--- config.mk ---
export PLATFORM = sky130hd
export DESIGN_NAME = pipe_hazard_ctrl_flat
export DESIGN_NICKNAME = d
export VERILOG_FILES = /design/src/rtl/pipe_hazard_ctrl_pkg.sv /design/src/rtl/pipe_hazard_ctrl_if.sv /design/src/rtl/pipe_hazard_ctrl_sat_counter.sv /design/src/rtl/pipe_hazard_ctrl.sv /design/src/flat_wrapper.sv
export SDC_FILE = /design/constraint.sdc
export NUM_CORES = 1
export LEC_CHECK = 0
export BUFFER_PORTS_ARGS = -buffer_cell sky130_fd_sc_hd__buf_2
export CAP_MARGIN = 10
export CORE_ASPECT_RATIO = 1.5
export CORE_MARGIN = 2
export CORE_UTILIZATION = 40
export DETAILED_ROUTE_END_ITERATION = 8
export SYNTH_ARGS = -nofsm -noshare
export SYNTH_HDL_FRONTEND = slang
export SYNTH_HIERARCHICAL = 1
export SYNTH_SLANG_ARGS = --single-unit
--- constraint.sdc ---
create_clock -name clock -period 2.9 [get_ports clock]
set_input_delay 0.145 -clock clock [delete_from_list [all_inputs] [get_ports clock]]
set_output_delay 0.145 -clock clock [all_outputs]
set_load 0.005 [all_outputs]
--- src/rtl/pipe_hazard_ctrl_pkg.sv ---
// Shared pipeline definitions: register-index width, hazard-controller state
// encodings and the bit positions of the packed hazard control vector.
package pipe_hazard_ctrl_pkg;

    localparam int REG_IDX_W   = 5;
    localparam int FLUSH_REM_W = 2;

    typedef enum logic [1:0] {
        ST_RUN    = 2'd0,
        ST_FLUSH  = 2'd1,
        ST_FREEZE = 2'd2
    } hz_state_t;

    localparam int CTL_W           = 5;
    localparam int CTL_PC_WRITE    = 4;
    localparam int CTL_IF_ID_WRITE = 3;
    localparam int CTL_IF_ID_FLUSH = 2;
    localparam int CTL_ID_EX_FLUSH = 1;
    localparam int CTL_PIPE_HOLD   = 0;

    typedef logic [CTL_W-1:0] ctl_t;

    // Bit order: pc_write, if_id_write, if_id_flush, id_ex_flush, pipe_hold
    localparam ctl_t CTL_NORMAL = 5'b11000;
    localparam ctl_t CTL_HOLD   = 5'b00001;
    localparam ctl_t CTL_FLUSH  = 5'b11110;
    localparam ctl_t CTL_STALL  = 5'b00010;
    localparam ctl_t CTL_RESET  = 5'b00110;

    function automatic logic ld_use_hazard(
        input logic                 mem_read,
        input logic [REG_IDX_W-1:0] ex_rt,
        input logic [REG_IDX_W-1:0] id_rs,
        input logic [REG_IDX_W-1:0] id_rt,
        input logic                 uses_rt
    );
        return mem_read && (ex_rt != '0) &&
               ((ex_rt == id_rs) || (uses_rt && (ex_rt == id_rt)));
    endfunction

endpackage

--- src/rtl/pipe_hazard_ctrl_if.sv ---
// Hazard-controller bus: decode/execute hazard inputs and pipeline steering outputs.
interface pipe_hazard_ctrl_if;
    import pipe_hazard_ctrl_pkg::*;

    logic [REG_IDX_W-1:0] id_rs;
    logic [REG_IDX_W-1:0] id_rt;
    logic                 id_uses_rt;
    logic                 ex_memRead;
    logic [REG_IDX_W-1:0] ex_rt;
    logic                 branch_taken;
    logic                 mem_busy;
    logic                 pc_write;
    logic                 if_id_write;
    logic                 if_id_flush;
    logic                 id_ex_flush;
    logic                 pipe_hold;

    modport master (
        output id_rs, id_rt, id_uses_rt, ex_memRead, ex_rt, branch_taken, mem_busy,
        input  pc_write, if_id_write, if_id_flush, id_ex_flush, pipe_hold
    );

    modport slave (
        input  id_rs, id_rt, id_uses_rt, ex_memRead, ex_rt, branch_taken, mem_busy,
        output pc_write, if_id_write, if_id_flush, id_ex_flush, pipe_hold
    );

endinterface

--- src/rtl/pipe_hazard_ctrl_sat_counter.sv ---
// Event counter that sticks at its all-ones value instead of wrapping.
module sat_counter #(
    parameter int W = 16
) (
    input  logic         clock,
    input  logic         reset,
    input  logic         inc,
    output logic [W-1:0] count
);

    logic [W-1:0] r_count;

    always_ff @(posedge clock) begin
        if (reset) begin
            r_count <= '0;
        end else if (inc && (r_count != '1)) begin
            r_count <= r_count + 1'b1;
        end
    end

    assign count = r_count;

endmodule

--- src/rtl/pipe_hazard_ctrl.sv ---
// Pipeline hazard controller: load-use stalls, taken-branch flushes and
// memory-busy freezes, with saturating stall/flush event counters.
module pipe_hazard_ctrl
    import pipe_hazard_ctrl_pkg::*;
#(
    parameter int FLUSH_CYCLES = 1,
    parameter int CNT_W        = 16
) (
    input  logic                   clock,
    input  logic                   reset,
    pipe_hazard_ctrl_if.slave      bus,
    output logic [CNT_W-1:0]       stall_count,
    output logic [CNT_W-1:0]       flush_count
);

    localparam logic [FLUSH_REM_W-1:0] FLUSH_RELOAD = FLUSH_REM_W'(FLUSH_CYCLES - 1);

    hz_state_t              r_state;
    logic [FLUSH_REM_W-1:0] r_rem;

    hz_state_t              w_next;
    logic [FLUSH_REM_W-1:0] w_rem_next;
    ctl_t                   w_ctl;
    logic                   w_ld_use;
    logic                   w_do_flush;
    logic                   w_stall_inc;
    logic                   w_flush_inc;

    assign w_ld_use = ld_use_hazard(bus.ex_memRead, bus.ex_rt, bus.id_rs,
                                    bus.id_rt, bus.id_uses_rt);

    always_comb begin
        w_ctl       = CTL_NORMAL;
        w_next      = ST_RUN;
        w_rem_next  = r_rem;
        w_stall_inc = 1'b0;
        w_flush_inc = 1'b0;
        w_do_flush  = 1'b0;

        if (reset) begin
            w_ctl      = CTL_RESET;
            w_rem_next = '0;
        end else if (bus.mem_busy) begin
            // The remaining flush count rides through the freeze untouched
            w_ctl       = CTL_HOLD;
            w_next      = ST_FREEZE;
            w_stall_inc = 1'b1;
        end else begin
            case (r_state)
                ST_FLUSH, ST_FREEZE: w_do_flush = (r_rem != '0);
                ST_RUN:              w_do_flush = 1'b0;
                default:             w_rem_next = '0;
            endcase

            if (w_do_flush) begin
                w_ctl      = CTL_FLUSH;
                w_rem_next = r_rem - 1'b1;
                w_next     = (r_rem == FLUSH_REM_W'(1)) ? ST_RUN : ST_FLUSH;
            end else if (r_state inside {ST_RUN, ST_FLUSH, ST_FREEZE}) begin
                if (bus.branch_taken) begin
                    w_ctl       = CTL_FLUSH;
                    w_flush_inc = 1'b1;
                    w_rem_next  = FLUSH_RELOAD;
                    w_next      = (FLUSH_CYCLES > 1) ? ST_FLUSH : ST_RUN;
                end else if (w_ld_use) begin
                    // Staying in RUN lets the next cycle re-check the same hazard
                    w_ctl       = CTL_STALL;
                    w_stall_inc = 1'b1;
                end
            end
        end
    end

    always_ff @(posedge clock) begin
        if (reset) begin
            r_state <= ST_RUN;
            r_rem   <= '0;
        end else begin
            r_state <= w_next;
            r_rem   <= w_rem_next;
        end
    end

    assign bus.pc_write    = w_ctl[CTL_PC_WRITE];
    assign bus.if_id_write = w_ctl[CTL_IF_ID_WRITE];
    assign bus.if_id_flush = w_ctl[CTL_IF_ID_FLUSH];
    assign bus.id_ex_flush = w_ctl[CTL_ID_EX_FLUSH];
    assign bus.pipe_hold   = w_ctl[CTL_PIPE_HOLD];

    sat_counter #(.W(CNT_W)) u_stall_cnt (
        .clock (clock),
        .reset (reset),
        .inc   (w_stall_inc),
        .count (stall_count)
    );

    sat_counter #(.W(CNT_W)) u_flush_cnt (
        .clock (clock),
        .reset (reset),
        .inc   (w_flush_inc),
        .count (flush_count)
    );

endmodule

--- src/flat_wrapper.sv ---
// flat-port wrapper written by rule: the top's interface ports become plain ports
module pipe_hazard_ctrl_flat import pipe_hazard_ctrl_pkg::*;
#(
    parameter int FLUSH_CYCLES = 1,
    parameter int CNT_W        = 16
)
  (clock, reset, stall_count, flush_count, bus_id_rs, bus_id_rt, bus_id_uses_rt, bus_ex_memRead, bus_ex_rt, bus_branch_taken, bus_mem_busy, bus_pc_write, bus_if_id_write, bus_if_id_flush, bus_id_ex_flush, bus_pipe_hold);
  pipe_hazard_ctrl_if bus_i ();
  input  logic clock;
  input  logic reset;
  output logic [CNT_W-1:0] stall_count;
  output logic [CNT_W-1:0] flush_count;
  input wire logic [$bits(bus_i.id_rs)-1:0] bus_id_rs;
  input wire logic [$bits(bus_i.id_rt)-1:0] bus_id_rt;
  input wire logic [$bits(bus_i.id_uses_rt)-1:0] bus_id_uses_rt;
  input wire logic [$bits(bus_i.ex_memRead)-1:0] bus_ex_memRead;
  input wire logic [$bits(bus_i.ex_rt)-1:0] bus_ex_rt;
  input wire logic [$bits(bus_i.branch_taken)-1:0] bus_branch_taken;
  input wire logic [$bits(bus_i.mem_busy)-1:0] bus_mem_busy;
  output wire logic [$bits(bus_i.pc_write)-1:0] bus_pc_write;
  output wire logic [$bits(bus_i.if_id_write)-1:0] bus_if_id_write;
  output wire logic [$bits(bus_i.if_id_flush)-1:0] bus_if_id_flush;
  output wire logic [$bits(bus_i.id_ex_flush)-1:0] bus_id_ex_flush;
  output wire logic [$bits(bus_i.pipe_hold)-1:0] bus_pipe_hold;
  assign bus_i.id_rs = bus_id_rs;
  assign bus_i.id_rt = bus_id_rt;
  assign bus_i.id_uses_rt = bus_id_uses_rt;
  assign bus_i.ex_memRead = bus_ex_memRead;
  assign bus_i.ex_rt = bus_ex_rt;
  assign bus_i.branch_taken = bus_branch_taken;
  assign bus_i.mem_busy = bus_mem_busy;
  assign bus_pc_write = bus_i.pc_write;
  assign bus_if_id_write = bus_i.if_id_write;
  assign bus_if_id_flush = bus_i.if_id_flush;
  assign bus_id_ex_flush = bus_i.id_ex_flush;
  assign bus_pipe_hold = bus_i.pipe_hold;
  pipe_hazard_ctrl #(.FLUSH_CYCLES(FLUSH_CYCLES), .CNT_W(CNT_W)) u_core (.clock(clock), .reset(reset), .bus(bus_i), .stall_count(stall_count), .flush_count(flush_count));
endmodule
=== After elaboration in Yosys (flattened, before gate mapping) ===
Index checks and enable logic that the tools add are counted.
Widths: inputs -> output; s select.

* Flip-flop bits (word level): 36
* Output and inout bits: 37
* Word-level logic and storage cells: 56

* Add/sub/neg operators: 3
* Equal/unequal tests: 7
* Mux-type cells: 27
* Bitwise operators: 1
* Reductions and logical operators: 13

{| class="wikitable"
|+ Operator list
! operator !! number
|-
| $add 16x1->16 const B || 2
|-
| $ne 16x16->1 const B || 2
|-
| $mux 5 || 6
|-
| $mux 1 || 15
|-
| $mux 2 || 6
|-
| $eq 5x5->1 || 2
|-
| $reduce_or 3->1 || 2
|-
| $logic_and 1x1->1 || 5
|-
| $reduce_bool 5->1 || 1
|-
| $eq 2x1->1 const B || 2
|-
| $reduce_bool 3->1 || 1
|-
| $eq 2x2->1 const B || 1
|-
| $logic_not 2->1 || 1
|-
| $reduce_bool 2->1 || 1
|-
| $reduce_or 2->1 || 1
|-
| $sub 2x1->2 const B || 1
|-
| $logic_or 1x1->1 || 1
|-
| $not 1->1 || 1
|}

=== Longest topological paths before layout ===
* Depth in word-level cells: 11
* Gate-level depth with buffers: 9

=== Cells and area by module ===
Netlist, hierarchy kept.

{| class="wikitable"
|+ Modules (own cells, without submodules)
! module !! seq. area each (µm²) !! times used !! area an instance (µm²) !! cells each
|-
| sat_counter || 320.3 || 2 || 848.3 || 99
|-
| pipe_hazard_ctrl || 80.1 || 1 || 415.4 || 50
|}

=== Worst setup path before layout ===
No wires, ideal clock.

* Path type: input to register
* From: input bus_ex_rt[4]
* To: register u_core.u_stall_cnt.r_count[7] (netlist: u_core/u_stall_cnt/count[7])
* Buffers on the path: 1
* Setup slack: 0.670 ns
* Data arrival time: 2.159 ns
* Data required time: 2.830 ns
* Library setup time: 0.070 ns
* Stages on the path: 8
* Cells stage by stage: xor2_1 > nor4_2 > a32oi_1 > o41ai_2 > nand2_1 > clkbuf_1 > or4_1 > a21oi_1

* Longest elaborated chain between the ends: 11
* Elaborated cells between the ends (all ways): 14

{| class="wikitable"
|+ RTL lines
! what !! RTL line !! source
|-
| start: declaration || flat_wrapper.sv:17 || <nowiki>input wire logic [$bits(bus_i.ex_rt)-1:0] bus_ex_rt;</nowiki>
|-
| $eq 5x5->1 || pipe_hazard_ctrl_pkg.sv:38 || <nowiki>((ex_rt == id_rs) || (uses_rt && (ex_rt == id_rt)));</nowiki>
|-
| $logic_and 1x1->1 || pipe_hazard_ctrl_pkg.sv:38 ||
|-
| $logic_or 1x1->1 || pipe_hazard_ctrl_pkg.sv:38 ||
|-
| $logic_and 1x1->1 * || pipe_hazard_ctrl_pkg.sv:37 || <nowiki>return mem_read && (ex_rt != '0) &&</nowiki>
|-
| $mux 1 * || pipe_hazard_ctrl.sv:65 || <nowiki>end else if (w_ld_use) begin</nowiki>
|-
| $mux 1 * || pipe_hazard_ctrl.sv:60 || <nowiki>if (bus.branch_taken) begin</nowiki>
|-
| $mux 1 * || pipe_hazard_ctrl.sv:59 || <nowiki>end else if (r_state inside {ST_RUN, ST_FLUSH, ST_FREEZE}) begin</nowiki>
|-
| $mux 1 * || pipe_hazard_ctrl.sv:55 || <nowiki>if (w_do_flush) begin</nowiki>
|-
| $mux 1 * || pipe_hazard_ctrl.sv:43 || <nowiki>end else if (bus.mem_busy) begin</nowiki>
|-
| $mux 1 * || pipe_hazard_ctrl.sv:40 || <nowiki>if (reset) begin</nowiki>
|-
| net u_core.w_stall_inc || pipe_hazard_ctrl.sv:26 || <nowiki>logic w_stall_inc;</nowiki>
|-
| $logic_and 1x1->1 * || pipe_hazard_ctrl_sat_counter.sv:16 || <nowiki>end else if (inc && (r_count != '1)) begin</nowiki>
|-
| end signal: assignment || pipe_hazard_ctrl_sat_counter.sv:17 || <nowiki>r_count <= r_count + 1'b1;</nowiki>
|-
| end: declaration || pipe_hazard_ctrl_sat_counter.sv:11 || <nowiki>logic [W-1:0] r_count;</nowiki>
|}

Mark *: on every way through the listed nets, which the timed path passes. The rest lies on a longest branch.
A chain may end at the register's enable or synchronous reset.

=== Worst setup path in the final report ===
* From: register u_core.r_state[0]
* To: register u_core.u_stall_cnt.r_count[11] (netlist: u_core/u_stall_cnt/count[11])

* Longest elaborated chain between the ends: 9
* Elaborated cells between the ends (all ways): 13

{| class="wikitable"
|+ RTL lines
! what !! RTL line !! source
|-
| start: declaration || pipe_hazard_ctrl.sv:18 || <nowiki>hz_state_t r_state;</nowiki>
|-
| start signal: assignment || pipe_hazard_ctrl.sv:79 || <nowiki>r_state <= w_next;</nowiki>
|-
| $eq 2x2->1 / $eq 2x1->1 (equally long branches) || pipe_hazard_ctrl.sv:49, pipe_hazard_ctrl.sv:59 ||
|-
| $reduce_or 2->1 || pipe_hazard_ctrl.sv:49 || <nowiki>case (r_state)</nowiki>
|-
| $mux 1 || pipe_hazard_ctrl.sv:49 ||
|-
| $mux 1 || pipe_hazard_ctrl.sv:43 ||
|-
| $mux 1 || pipe_hazard_ctrl.sv:40 ||
|-
| $mux 1 * || pipe_hazard_ctrl.sv:55 ||
|-
| $mux 1 * || pipe_hazard_ctrl.sv:43 ||
|-
| $mux 1 * || pipe_hazard_ctrl.sv:40 ||
|-
| net u_core.w_stall_inc || pipe_hazard_ctrl.sv:26 ||
|-
| $logic_and 1x1->1 * || pipe_hazard_ctrl_sat_counter.sv:16 ||
|}

Mark *: on every way through the listed nets, which the timed path passes. The rest lies on a longest branch. The select of a mux whose other input is x is not followed.

==> metrics list <==
- The run finished with clean final reports.
- In the final routed layout, each cell accounts on average for 13.2 µm.
* I/O pin count: 58
* Share of power burned in combinational logic: 6.8%
- The first global-routing pass estimated 8.41 mm of wire.
* Dpl hpwl: 3.66 mm
* Signed area change from the synthesized netlist to the final layout: 22.9%
* Startpoint class of the critical path: flip-flop
- Across the run, the number of max-cap violations was 0.
- Count of mapped cells out of synthesis: 248
- Async SR Flop Fraction: 0%
- Grt total ovfl: 0
- After synthesis the netlist holds a flip-flop and latch count of 36.
- The clock network burns 45.9% of the power.
- Worst endpoint data arrival time: 2.56 ns
- A synthesized cell averages 8.52 µm².
- Skew final: 0.00784 ns
- Count of pins over their slew limit: 0
- The detailed router finished its first iteration with 82 violations.
- Total net switching power: 0.000226 W
- The startpoint identified for the worst hold timing path is bus_mem_busy.
- In this run the static leakage power is 1.03 nW.
* Clock root cell: sky130_fd_sc_hd__clkbuf_8
- RSZ-0062 raised after global routing: false
- In this run the worst hold path is classified as in2reg.
* 1st-pass router iterations: 4
* Vias/cell: 5.56
* Type of the setup path with the least slack: reg2reg
- Seq pwr share: 47.3%
* Switching share of total power: 21.3%
* Net count, final: 332
* CTS tree: done
- Overall Global Routing Usage: 17.4%
- In the routed design, unresolved DRC markers number 0.
- Proportion of synthesized chip area in sequential cells: 34.1%
- Total standard cell area after synthesis: 0.00211 mm²
- Detail Route Antenna Nets: 0
- Area fraction of the dominant cell type after synthesis: 34.1%
- For this run, the leading register cell type out of synthesis is sky130_fd_sc_hd__dfxtp_1.
- Post-CTS Repair Setup Buffers: 0
- CTS hold repair buffers: 0
* Clk sinks: 36
- For this design the ratio of total power to cell area is 408 mW/mm².
- The worst pin sits at a relative slew slack of 53.8%.
- Pint: 0.000833 W
* Top area cells in the synthesized netlist: sky130_fd_sc_hd__dfxtp_1 (34%), sky130_fd_sc_hd__a21oi_1 (5.7%), sky130_fd_sc_hd__or4_1 (5.3%), sky130_fd_sc_hd__o31ai_1 (4.3%), sky130_fd_sc_hd__xor2_1 (3.7%)
* Min Tclk post-route: 2.38 ns
- Overall die height: 93.0 µm
* Initial Util: 41.2%
- The biggest area contributor in the post-synthesis netlist is sky130_fd_sc_hd__dfxtp_1.
* Cell row count: 32
- Worst-case setup margin in the final layout: 0.516 ns
* Reg clk slew, reported paths: 0.07 ns
- Number of antenna violations at the first check in global routing: 0
* Worst setup timing slack at the placement stage: 0.381 ns
- Yosys mapped the design onto 41 distinct sky130hd cell types.
* Fmax: 0.419 GHz
- Layout cell share with drive strength beyond 1: 26.4%
- The hold violation total from the final report was 0.
- The H-tree was split into 2 levels.
- Worst path required time: 3.08 ns
* GPL Wtd Cong: 0.741
- At the pin with the least slew margin, the transition time is 0.683 ns.
* Maximum ir drop on the vdd rail: 0.000197 V
- The die is 63.3 µm wide.
- Syn nets: 274
* Number of port buffers: 57
- The repair_antennas step left the layout with diodes totalling 0.
* Total number of vias: 2084
- Maximum buffer depth of the clock tree: 2
- Once the clock tree was built, the resizer swapped 0 gates to a different size.
- Yosys printed 6 warnings.
* Reg2reg start: u_core/r_state[0]$_SDFF_PP0_
* Die Outline Area: 0.00589 mm²
- Clock buffers created by TritonCTS: 5
- The number of global-route vias before repair is 1991.
* Maximum number of pins on one net before global-route repair: 33
- Final number of setup-violating endpoints: 0
* Insertion delay of the later-clocked pin in the worst-skew pair: 0.29 ns
- In this run the worst setup path begins at u_core/r_state[0]$_SDFF_PP0_.
* Floorplan Core Area: 0.00512 mm²
- Largest fanout on the critical path: 11
- Number of enable flip-flop cells after synthesis: 0
- In the final timing run, aggregate negative setup slack is 0 ns.
- Crit share post-route: 82.2%
* Wire length reported by the detailed router: 4.94 mm
* Critical path endpoint category: flip-flop
==> worst max-delay path, cell delays in order, from the launching register on <==
cell and delay [ns]:
sky130_fd_sc_hd__dfxtp_1 0.30, sky130_fd_sc_hd__ha_1 0.28, sky130_fd_sc_hd__nand2b_1 0.20, sky130_fd_sc_hd__a21oi_1 0.14, sky130_fd_sc_hd__o41ai_2 0.29, sky130_fd_sc_hd__nand2_1 0.30
sky130_fd_sc_hd__nor4bb_1 0.41, sky130_fd_sc_hd__mux2_2 0.37
==> cells in the final DEF, fill, tap and decap left out, types with 4 or more instances in the layout <==
cell	count
sky130_fd_sc_hd__or4_1	15
sky130_fd_sc_hd__dfxtp_1	36
sky130_fd_sc_hd__nor2_1	18
sky130_fd_sc_hd__nand4_1	6
sky130_fd_sc_hd__and4_1	6
sky130_fd_sc_hd__or3_1	6
sky130_fd_sc_hd__inv_1	10
sky130_fd_sc_hd__buf_4	4
sky130_fd_sc_hd__clkbuf_8	7
sky130_fd_sc_hd__ha_1	5
sky130_fd_sc_hd__nand3_1	12
sky130_fd_sc_hd__nor2b_1	6
sky130_fd_sc_hd__o31ai_1	12
sky130_fd_sc_hd__buf_2	57
sky130_fd_sc_hd__xnor2_1	5
sky130_fd_sc_hd__a21oi_1	24
sky130_fd_sc_hd__nand2_1	12
sky130_fd_sc_hd__xor2_1	9
sky130_fd_sc_hd__nor4_1	5
sky130_fd_sc_hd__o21ai_0	8
sky130_fd_sc_hd__nor3_1	11
==> Yosys cell counts (5+ instances only) <==
cell type and number:
sky130_fd_sc_hd__nor4_1 5, sky130_fd_sc_hd__inv_1 10, sky130_fd_sc_hd__or4_1 15, sky130_fd_sc_hd__xnor2_1 5, sky130_fd_sc_hd__ha_1 5, sky130_fd_sc_hd__clkbuf_1 5, sky130_fd_sc_hd__nand3_1 12, sky130_fd_sc_hd__nand2_1 12
sky130_fd_sc_hd__o31ai_1 12, sky130_fd_sc_hd__a21oi_1 24, sky130_fd_sc_hd__and4_1 6, sky130_fd_sc_hd__nor2b_1 6, sky130_fd_sc_hd__nand4_1 6, sky130_fd_sc_hd__or3_1 6, sky130_fd_sc_hd__nor3_1 11, sky130_fd_sc_hd__xor2_1 9
sky130_fd_sc_hd__o21ai_0 8, sky130_fd_sc_hd__nor2_1 18, sky130_fd_sc_hd__dfxtp_1 36
==> power by group through the flow <==
stage / logic (W) / clock network, W / registers [W]
final: 0.0000723 / 0.000486 / 0.000501
after global routing: 0.0000810 / 0.000521 / 0.000501
after CTS: 0.0000738 / 0.000502 / 0.000500
after detailed placement: 0.0000737 / 0 / 0.000512
after global placement: 0.0000730 / 0 / 0.000512
after floorplan: 0.0000406 / 0 / 0.000512
==> cell type report <==
type                            count  area [µm²]
Clock inverter                      1        30.0
Multi-Input combinational cell    192        1310
Clock buffer                        7        96.3
Tap cell                           68        85.1
Fill cell                         553        2530
Sequential cell                    36         721
Inverter                           10        37.5
Timing Repair Buffer               61         315
==> layer usage <==
| layer | part of all wire [%] | vias up | track usage (%) |
|---|---|---|---|
| met5 | 0 | - | 0 |
| met4 | 1.4 | 0 | 6.34 |
| met3 | 4.0 | 6 | 4.09 |
| met2 | 52 | 43 | 31.9 |
| met1 | 42 | 978 | 19.2 |
| li1 | - | 1057 | - |
==> per-stage QoR <==
step / total power (W) / std cells / utilization [%] / hold WS [ns] / area, µm²
2_1_floorplan: 0.000552 / 248 / - / 0.217 / 2110
3_3_place_gp: 0.000585 / 367 / 48.2 / 0.441 / 2470
3_5_place_dp: 0.000586 / 367 / 48.2 / 0.443 / 2470
4_1_cts: 0.00108 / 375 / 50.6 / 0.135 / 2590
5_1_grt: 0.00110 / 375 / 50.6 / 0.156 / 2590
6_report: 0.00106 / 375 / 50.6 / 0.146 / 2590
==> state kept, by name, indices dropped and copies added (netlist names) <==
signal	cells
u_core/u_stall_cnt/count	16
u_core/r_state	2
u_core/u_flush_cnt/count	16
u_core/r_rem	2
==> logic make-up (layout without fill, tap and decap cells) <==
group           after synthesis  in the layout  share of synthesized area [%]
compound gates               56             56                           17.4
simple gates                113            113                           33.9
xor+xnor                     14             14                           5.81
flops                        36             36                           34.1
fa+ha+maj                     5              5                           2.96
buf+inv                      20             79                           3.85
mux                           4              4                           2.01
==> final timing paths <==
check	to	slack (ns)	depth (start not counted)
min	u_core/r_state[0]$_SDFF_PP0_	0.15	2
min reg2reg	u_core/r_rem[1]$_SDFFE_PP0N_	0.49	2
max reg2reg	u_core/u_stall_cnt/count[11]$_SDFFE_PP0P_	0.52	7
max	u_core/u_stall_cnt/count[11]$_SDFFE_PP0P_	0.52	7
(Power assumes the default switching activity.)
